## src/rtl/pipe_pkg.sv

```systemverilog
// pipe_pkg: shared write-back payload type and elastic-register state encoding.
package pipe_pkg;
  localparam int MAX_WIDTH = 64;
  localparam int MAX_ADDR_WIDTH = 8;
  typedef enum logic [1:0] {EMPTY, ONE, FULL} state_t;
  typedef struct packed {
    logic RegWrite;
    logic MemtoReg;
    logic unsigned_load;
    logic [MAX_WIDTH-1:0] data;
    logic [MAX_WIDTH-1:0] ALUResult;
    logic [MAX_ADDR_WIDTH-1:0] Rd;
  } wb_payload_t;
endpackage

```

## src/rtl/sat_counter.sv

```systemverilog
// sat_counter: up-counter that sticks at all-ones instead of wrapping.
module sat_counter #(
  parameter int CNT_WIDTH = 16
) (
  input  logic                 clk,
  input  logic                 rst,
  input  logic                 inc,
  output logic [CNT_WIDTH-1:0] count
);
  always_ff @(posedge clk or posedge rst)
    if (rst) count <= '0;
    else if (inc && !(&count)) count <= count + CNT_WIDTH'(1);
endmodule

```

## src/rtl/wb_skid_reg.sv

```systemverilog
// wb_skid_reg: two-entry elastic write-back register (main + skid) with bubble counter.
module wb_skid_reg
  import pipe_pkg::*;
#(
  parameter int WIDTH      = 32,
  parameter int ADDR_WIDTH = 5,
  parameter int CNT_WIDTH  = 16
) (
  input  logic                  clk,
  input  logic                  rst,
  input  logic                  flush,
  input  logic                  in_valid,
  output logic                  in_ready,
  input  logic                  RegWrite_in,
  input  logic                  MemtoReg_in,
  input  logic                  unsigned_load_in,
  input  logic [WIDTH-1:0]      data_in,
  input  logic [WIDTH-1:0]      ALUResult_in,
  input  logic [ADDR_WIDTH-1:0] Rd_in,
  output logic                  out_valid,
  input  logic                  out_ready,
  output logic                  RegWrite,
  output logic                  MemtoReg,
  output logic                  unsigned_load,
  output logic [WIDTH-1:0]      data,
  output logic [WIDTH-1:0]      ALUResult,
  output logic [ADDR_WIDTH-1:0] Rd,
  output logic [CNT_WIDTH-1:0]  bubble_count
);
  state_t state, state_nx;
  wb_payload_t main, skid, entry;
  logic acc, pop, load_main, load_skid, move, unused_bits;
  assign entry = {RegWrite_in, MemtoReg_in, unsigned_load_in, MAX_WIDTH'(data_in),
                  MAX_WIDTH'(ALUResult_in), MAX_ADDR_WIDTH'(Rd_in)};
  // ready decodes only the state register, so out_ready never reaches in_ready
  assign out_valid = state != EMPTY;
  assign in_ready = state != FULL;
  assign acc = in_valid && in_ready;
  assign pop = out_valid && out_ready;
  always_comb begin
    state_nx = EMPTY;
    case (state)
      EMPTY:   state_nx = acc ? ONE : EMPTY;
      ONE:     state_nx = (acc && !pop) ? FULL : (pop && !acc) ? EMPTY : ONE;
      FULL:    state_nx = pop ? ONE : FULL;
      default: state_nx = EMPTY;
    endcase
    if (flush) state_nx = EMPTY;
    load_main = !flush && acc && (state == EMPTY || pop);
    load_skid = !flush && acc && !pop && state == ONE;
    move = !flush && pop && state == FULL;
  end
  always_ff @(posedge clk or posedge rst)
    if (rst) begin
      state <= EMPTY;
      main <= '0;
      skid <= '0;
    end else begin
      state <= state_nx;
      if (load_main) main <= entry;
      else if (move) main <= skid;
      if (load_skid) skid <= entry;
    end
  assign RegWrite = main.RegWrite && out_valid && (main.Rd[ADDR_WIDTH-1:0] != '0);
  assign MemtoReg = main.MemtoReg;
  assign unsigned_load = main.unsigned_load;
  assign data = main.data[WIDTH-1:0];
  assign ALUResult = main.ALUResult[WIDTH-1:0];
  assign Rd = main.Rd[ADDR_WIDTH-1:0];
  assign unused_bits = ^main;
  sat_counter #(.CNT_WIDTH(CNT_WIDTH)) u_bubble (
    .clk(clk),
    .rst(rst),
    .inc(!out_valid),
    .count(bubble_count)
  );
endmodule

```

## config.mk

```make
export PLATFORM = sky130hd
export DESIGN_NAME = wb_skid_reg
export DESIGN_NICKNAME = d
export VERILOG_FILES = /design/src/rtl/pipe_pkg.sv /design/src/rtl/sat_counter.sv /design/src/rtl/wb_skid_reg.sv
export SDC_FILE = /design/constraint.sdc
export NUM_CORES = 1
export LEC_CHECK = 0
export ABC_AREA = 0
export CAP_MARGIN = 20
export CORE_MARGIN = 1.5
export CORE_UTILIZATION = 46
export CTS_CLUSTER_DIAMETER = 50
export DETAILED_ROUTE_END_ITERATION = 12
export GPL_ROUTABILITY_DRIVEN = 0
export GPL_TIMING_DRIVEN = 0
export PLACE_DENSITY = 0.81
export SYNTH_ARGS = -nofsm -noshare
export SYNTH_HDL_FRONTEND = slang
export SYNTH_SLANG_ARGS = --single-unit
export TNS_END_PERCENT = 1
```

## constraint.sdc

```tcl
create_clock -name clk -period 4.82 [get_ports clk]
set_input_delay 0.482 -clock clk [delete_from_list [all_inputs] [get_ports clk]]
set_output_delay 0.482 -clock clk [all_outputs]
set_load 0.03 [all_outputs]
```

After elaboration in Yosys (flattened, before gate mapping):

Index checks and enable logic that the tools add are counted.
W data, S select, Z words.

* flip-flop bits (word level): 162
* input port bits: 77
* output and inout port bits: 90
* logic and storage cells: 50

* add/sub/neg operators: 1
* equality and inequality tests: 3
* multiplexer cells: 8
* reduce and logical (&&, ||, !) cells: 24

Operators by type and width (count)
* $mux W139: 2
* $add A16 B1 Y16 const B: 1
* $reduce_and A16 Y1: 1
* $logic_and A1 B1 Y1: 13
* $mux W2: 3
* $pmux W2 S3: 1
* $logic_not A1 Y1: 5
* $reduce_bool A5 Y1: 1
* $reduce_bool A2 Y1: 2
* $eq A2 B1 Y1 const B: 1
* $eq A2 B2 Y1 const B: 1
* $logic_not A2 Y1: 1
* $mux W1: 2
* $ne A2 B2 Y1 const B: 1
* $logic_or A1 B1 Y1: 1

Logic depth before layout (Yosys ltp):

* depth in word-level cells: 8
* depth in mapped cells: 6
* gate-level depth less buffers: 5

Modules after synthesis:

From an unflattened synthesis, not the netlist that was laid out.

* cell total of the unflattened synthesis: 723
* area total of the unflattened synthesis: 8146.6 um^2

Modules (own cells, without submodules)
* wb_skid_reg: times used 1, cells an instance 650, area an instance 7348.3 um^2, sequential area each 3653.5 um^2
* sat_counter: times used 1, cells an instance 73, area an instance 798.3 um^2, sequential area each 400.4 um^2

Worst setup path before layout:

Ideal clock, no wire load.

* path type: reg-to-reg
* start point: register u_bubble.count[0]
* end point: register u_bubble.count[1]
* library setup time: 128 ps
* arrival: 1933 ps
* required time: 4692 ps
* setup slack: 2760 ps
* stages on the path, launching flop included: 5
* buffers on the path: 0
* period minus slack after synthesis: 2060 ps
* cells stage by stage: dfrtp_1 -> ha_1 -> nand4_1 -> o41ai_4 -> mux2_1

* word-level cells in the longest chain between the ends: 3
* elaborated cells between the ends (all ways): 4
* classes of those cells: 1 x add/sub; 3 x reduce/logical

Ends and longest elaborated chain
* start, declared: RTL line sat_counter.sv:8 `output logic [CNT_WIDTH-1:0] count`
* start signal, assigned: RTL line sat_counter.sv:12 `else if (inc && !(&count)) count <= count + CNT_WIDTH'(1);`
* parallel branches: the longest is 3 deep, another holds $add A16 B1 Y16

Parallel ways; which one is timed is not known.
A chain may end at the register's enable or synchronous reset.

Worst setup path after layout:

* start point: register main, in the netlist Rd[0]
* end point: output port RegWrite

* word-level cells in the longest chain between the ends: 2

Ends and longest elaborated chain
* start, declared: RTL line wb_skid_reg.sv:31 `wb_payload_t main, skid, entry;`
* start signal, assigned: RTL line wb_skid_reg.sv:60 `if (load_main) main <= entry;`
* start signal, assigned: RTL line wb_skid_reg.sv:61 `else if (move) main <= skid;`
* $reduce_bool A5 Y1: RTL line wb_skid_reg.sv:64 `assign RegWrite = main.RegWrite && out_valid && (main.Rd[ADDR_WIDTH-1:0] != '0);`
* $logic_and A1 B1 Y1: RTL line wb_skid_reg.sv:64
* end, declared: RTL line wb_skid_reg.sv:22 `output logic RegWrite,`

No other way between the ends.

==> impl_metrics.tcl <==
set metrics [dict create \
    achievable-frequency_mhz 388.0 \
    starting_density_of_the_core 0.4762 \
    setup_viol 0 \
    timing.critical_path.required_ps 4340 \
    postSynthCellCount 551 \
    final_cell_mix "166 x sky130_fd_sc_hd__clkdlybuf4s50_1, 162 x sky130_fd_sc_hd__dfrtp_1, 72 x sky130_fd_sc_hd__a22o_1, 72 x sky130_fd_sc_hd__a21o_1, 70 x sky130_fd_sc_hd__buf_4" \
    synth.largest_area_cell "sky130_fd_sc_hd__dfrtp_1" \
    routed_wirelength_mm 16.67 \
    drt-wirelength-per-cell_um 17.34 \
    synth.yosys.seq_area_share 0.5558 \
    fillers 1173 \
    cts.path.max_buffers 2 \
    placement.io_buffers 166 \
    area_share_of_the_largest_cell_type_after_synthesis 0.5558 \
    global_route.overflow_total 0 \
    layout.cells.most_common "sky130_fd_sc_hd__clkdlybuf4s50_1" \
    post-cts-setup-buffers 0 \
    rsz0062_at_grt "no" \
    yosys.cell_types.count 41 \
    total_power_of_the_final_layout_uw 4467 \
    fraction_of_layout_cells_with_a_size_suffix_above_1 0.2867 \
    grtUsageTotal 0.2047 \
    routed-via-count 5045 \
    tritoncts "done" \
    drt.antenna.violating_nets 0 \
    width_of_the_die_um 128.9 \
    skew_ps 8.260 \
    layout_min_cycle_time_ps 2577 \
    cts_hold_buf 0 \
    crit_arrival_ps 2100 \
    timing.critical_path.buf_inv 1 \
    run_status "finished clean" \
    ctsResizeCount 0 \
    place_worst_setup_slack_ps 2140 \
    timing.setup.critical_path_class "flip-flop to output port" \
    cts_made_buffers 17 \
    synth.avg_cell_area_um2 13.24 \
    fin_setup_tns_ps 0 \
    final_max_slew_viol_count 0 \
    insertion_delay_ps 420 \
    first_global_vias 5155 \
    timing.reg2reg.setup_slack_ps 2610 \
    critical_path.max_fanout 3 \
    drt-vias-per-instance 5.250 \
    source_of_the_worst_register_to_register_timing_path "state[0]" \
    crit_chain "or3_1 -> o311a_1 -> clkdlybuf4s50_1" \
    max-slew-margin-rel 0.5446 \
    cpMaxStageDelayCell "sky130_fd_sc_hd__clkdlybuf4s50_1" \
    critical_path.reg2reg.endpoint "data[19]" \
    fp.dieArea_um2 16620 \
    core_region_area_um2 15310 \
    timing.max_cap.violations 0 \
    core.rowCount 45 \
    timing.final.crit_share 0.5347 \
    r2r_depth 6 \
    syn-cell-area_um2 7293 \
    num_antenna_cells 0 \
    post_synth_main_area_contributors "sky130_fd_sc_hd__dfrtp_1 56%, sky130_fd_sc_hd__mux2_2 9.9%, sky130_fd_sc_hd__a22o_1 8.6%, sky130_fd_sc_hd__a21o_1 7.4%, sky130_fd_sc_hd__buf_4 7.2%" \
    drc_errors 0 \
    pin_count 167 \
    ys_async_sr_fraction 1.000 \
    leakage_uw 0.004850 \
    critical_path.max_stage_delay_ps 620 \
    synthesis.nets 629 \
    multiInputGateArea_um2 2510 \
    worst_ir_drop_vdd_uv 247.7 \
    clkSinkCount 162 \
    pwr_density_cell_nw_per_um2 453.1 \
    final.setup.worst_slack_ps 2243 \
    clock_tree.root_cell "sky130_fd_sc_hd__clkbuf_16" \
    path_delay_family "buffers and inverters" \
    setup.worst_path.end_class "output port" \
    grt_start_max_net_pins 45 \
    drt_pass1_iterations 4 \
    worst-slew-pin-transition_ps 683.1 \
    grt_antenna_before_repair 0 \
    synth_enable_flop_cells 0 \
    detailedPlacementHpwl_mm 12.13 \
    crit_path_start_kind "flip-flop" \
    drt_first_iter_violations 184 \
    synth.ff_latch_count 162 \
    layout-area-overhead-vs-synth_pct 35.19 \
    finalNetCount 818 \
    worstHoldPathType "input pin to asynchronous set/reset pin" \
    timing_hold_violations_final 0 \
    synth_ff_type "sky130_fd_sc_hd__dfrtp_1" \
    chipHeight_um 128.9 \
    seq_area_um2 4054 \
    h-tree-depth 4 \
    clock_slew_at_the_register_clock_pins_of_the_worst_setup_and_hold_paths_ps 60 \
    yosys_warnings 0 \
    grt_first_pass_wirelength_mm 25.99 \
]
layer usage:
metal | global-route usage | share of wire | wire length (um)
met1 | 0.2518 | 0.42 | 7039
met2 | 0.3520 | 0.50 | 8340
met3 | 0.04906 | 0.056 | 928
met4 | 0.07469 | 0.022 | 359
met5 | 0 | 0 | 0
cell families (layout without fill, tap and decap cells):
logic type,after synthesis,count (layout),share of synthesized area
AND/OR/NAND/NOR,43,43,0.03328
multiplexers,75,75,0.1203
adder cells (fa/ha/maj),1,1,0.001715
AO/OA/AOI/OAI,156,156,0.1757
buffers and inverters,103,302,0.1000
XOR/XNOR,11,11,0.01321
flip-flops,162,162,0.5558
worst register-to-register path, cell delays in order, from the launching register on:
cell                      delay, ps
sky130_fd_sc_hd__dfrtp_1        450
sky130_fd_sc_hd__nor2_4         180
sky130_fd_sc_hd__inv_2          110
sky130_fd_sc_hd__a21oi_2        580
sky130_fd_sc_hd__nor2_2         290
sky130_fd_sc_hd__buf_2          280
sky130_fd_sc_hd__a21o_1         200
worst max path at each step:
stage,startpoint,endpoint,slack [ps],cells past startpoint
after detailed placement,out_ready,Rd[2],2140,6
after global placement,rst,ALUResult[11],1080,2
final,Rd[0],RegWrite,2240,3
after global routing,Rd[0],RegWrite,2180,3
after CTS,Rd[0],RegWrite,2190,3
after floorplan,rst,ALUResult[0],2280,1
where the power goes:
group          internal [uW]  switching, uW  total [uW]
clock network            764            525        1290
registers               1680            202        1880
logic                    701            594        1290
flip-flops by register name, summed over array words and instances (netlist names):
register        count
ALUResult          32
MemtoReg            1
Rd                  5
data               32
main                1
skid               72
state               2
u_bubble.count     16
unsigned_load       1
final cells by class:
| cell class | instances | area share |
|---|---|---|
| multi-input cells | 286 | 0.2546 |
| plain buffers | 99 | 0.07246 |
| clock inverters | 10 | 0.01155 |
| flip-flops and latches | 162 | 0.4112 |
| well taps | 211 | 0.02678 |
| clock buffers | 19 | 0.04492 |
| inverters | 4 | 0.001904 |
| repair buffers | 170 | 0.1766 |
through the flow:
step                utilization  hold slack [ps]  instance area [um2]  std cells
floorplan                     -            449.4                 7297        551
global placement         0.6022            460.1                 9223        928
detailed placement       0.6074            467.1                 9303        932
CTS                      0.6438            404.6                 9859        961
global route             0.6438            432.6                 9859        961
finish                   0.6438            409.7                 9859        961
cell usage after synthesis (2+ instances only):
cell type	count
sky130_fd_sc_hd__nor3_1	6
sky130_fd_sc_hd__xnor2_1	5
sky130_fd_sc_hd__dfrtp_1	162
sky130_fd_sc_hd__mux2_2	64
sky130_fd_sc_hd__nand2b_1	2
sky130_fd_sc_hd__nand3_1	7
sky130_fd_sc_hd__inv_1	3
sky130_fd_sc_hd__nand4_1	4
sky130_fd_sc_hd__buf_4	70
sky130_fd_sc_hd__nor2_1	6
sky130_fd_sc_hd__nor3b_1	2
sky130_fd_sc_hd__buf_2	22
sky130_fd_sc_hd__a22o_1	72
sky130_fd_sc_hd__mux2_4	9
sky130_fd_sc_hd__buf_6	7
sky130_fd_sc_hd__a21o_1	72
sky130_fd_sc_hd__a21oi_1	3
sky130_fd_sc_hd__or2_2	2
sky130_fd_sc_hd__nand2_1	6
sky130_fd_sc_hd__xor2_1	6
Power figures use the tool's default switching activity.
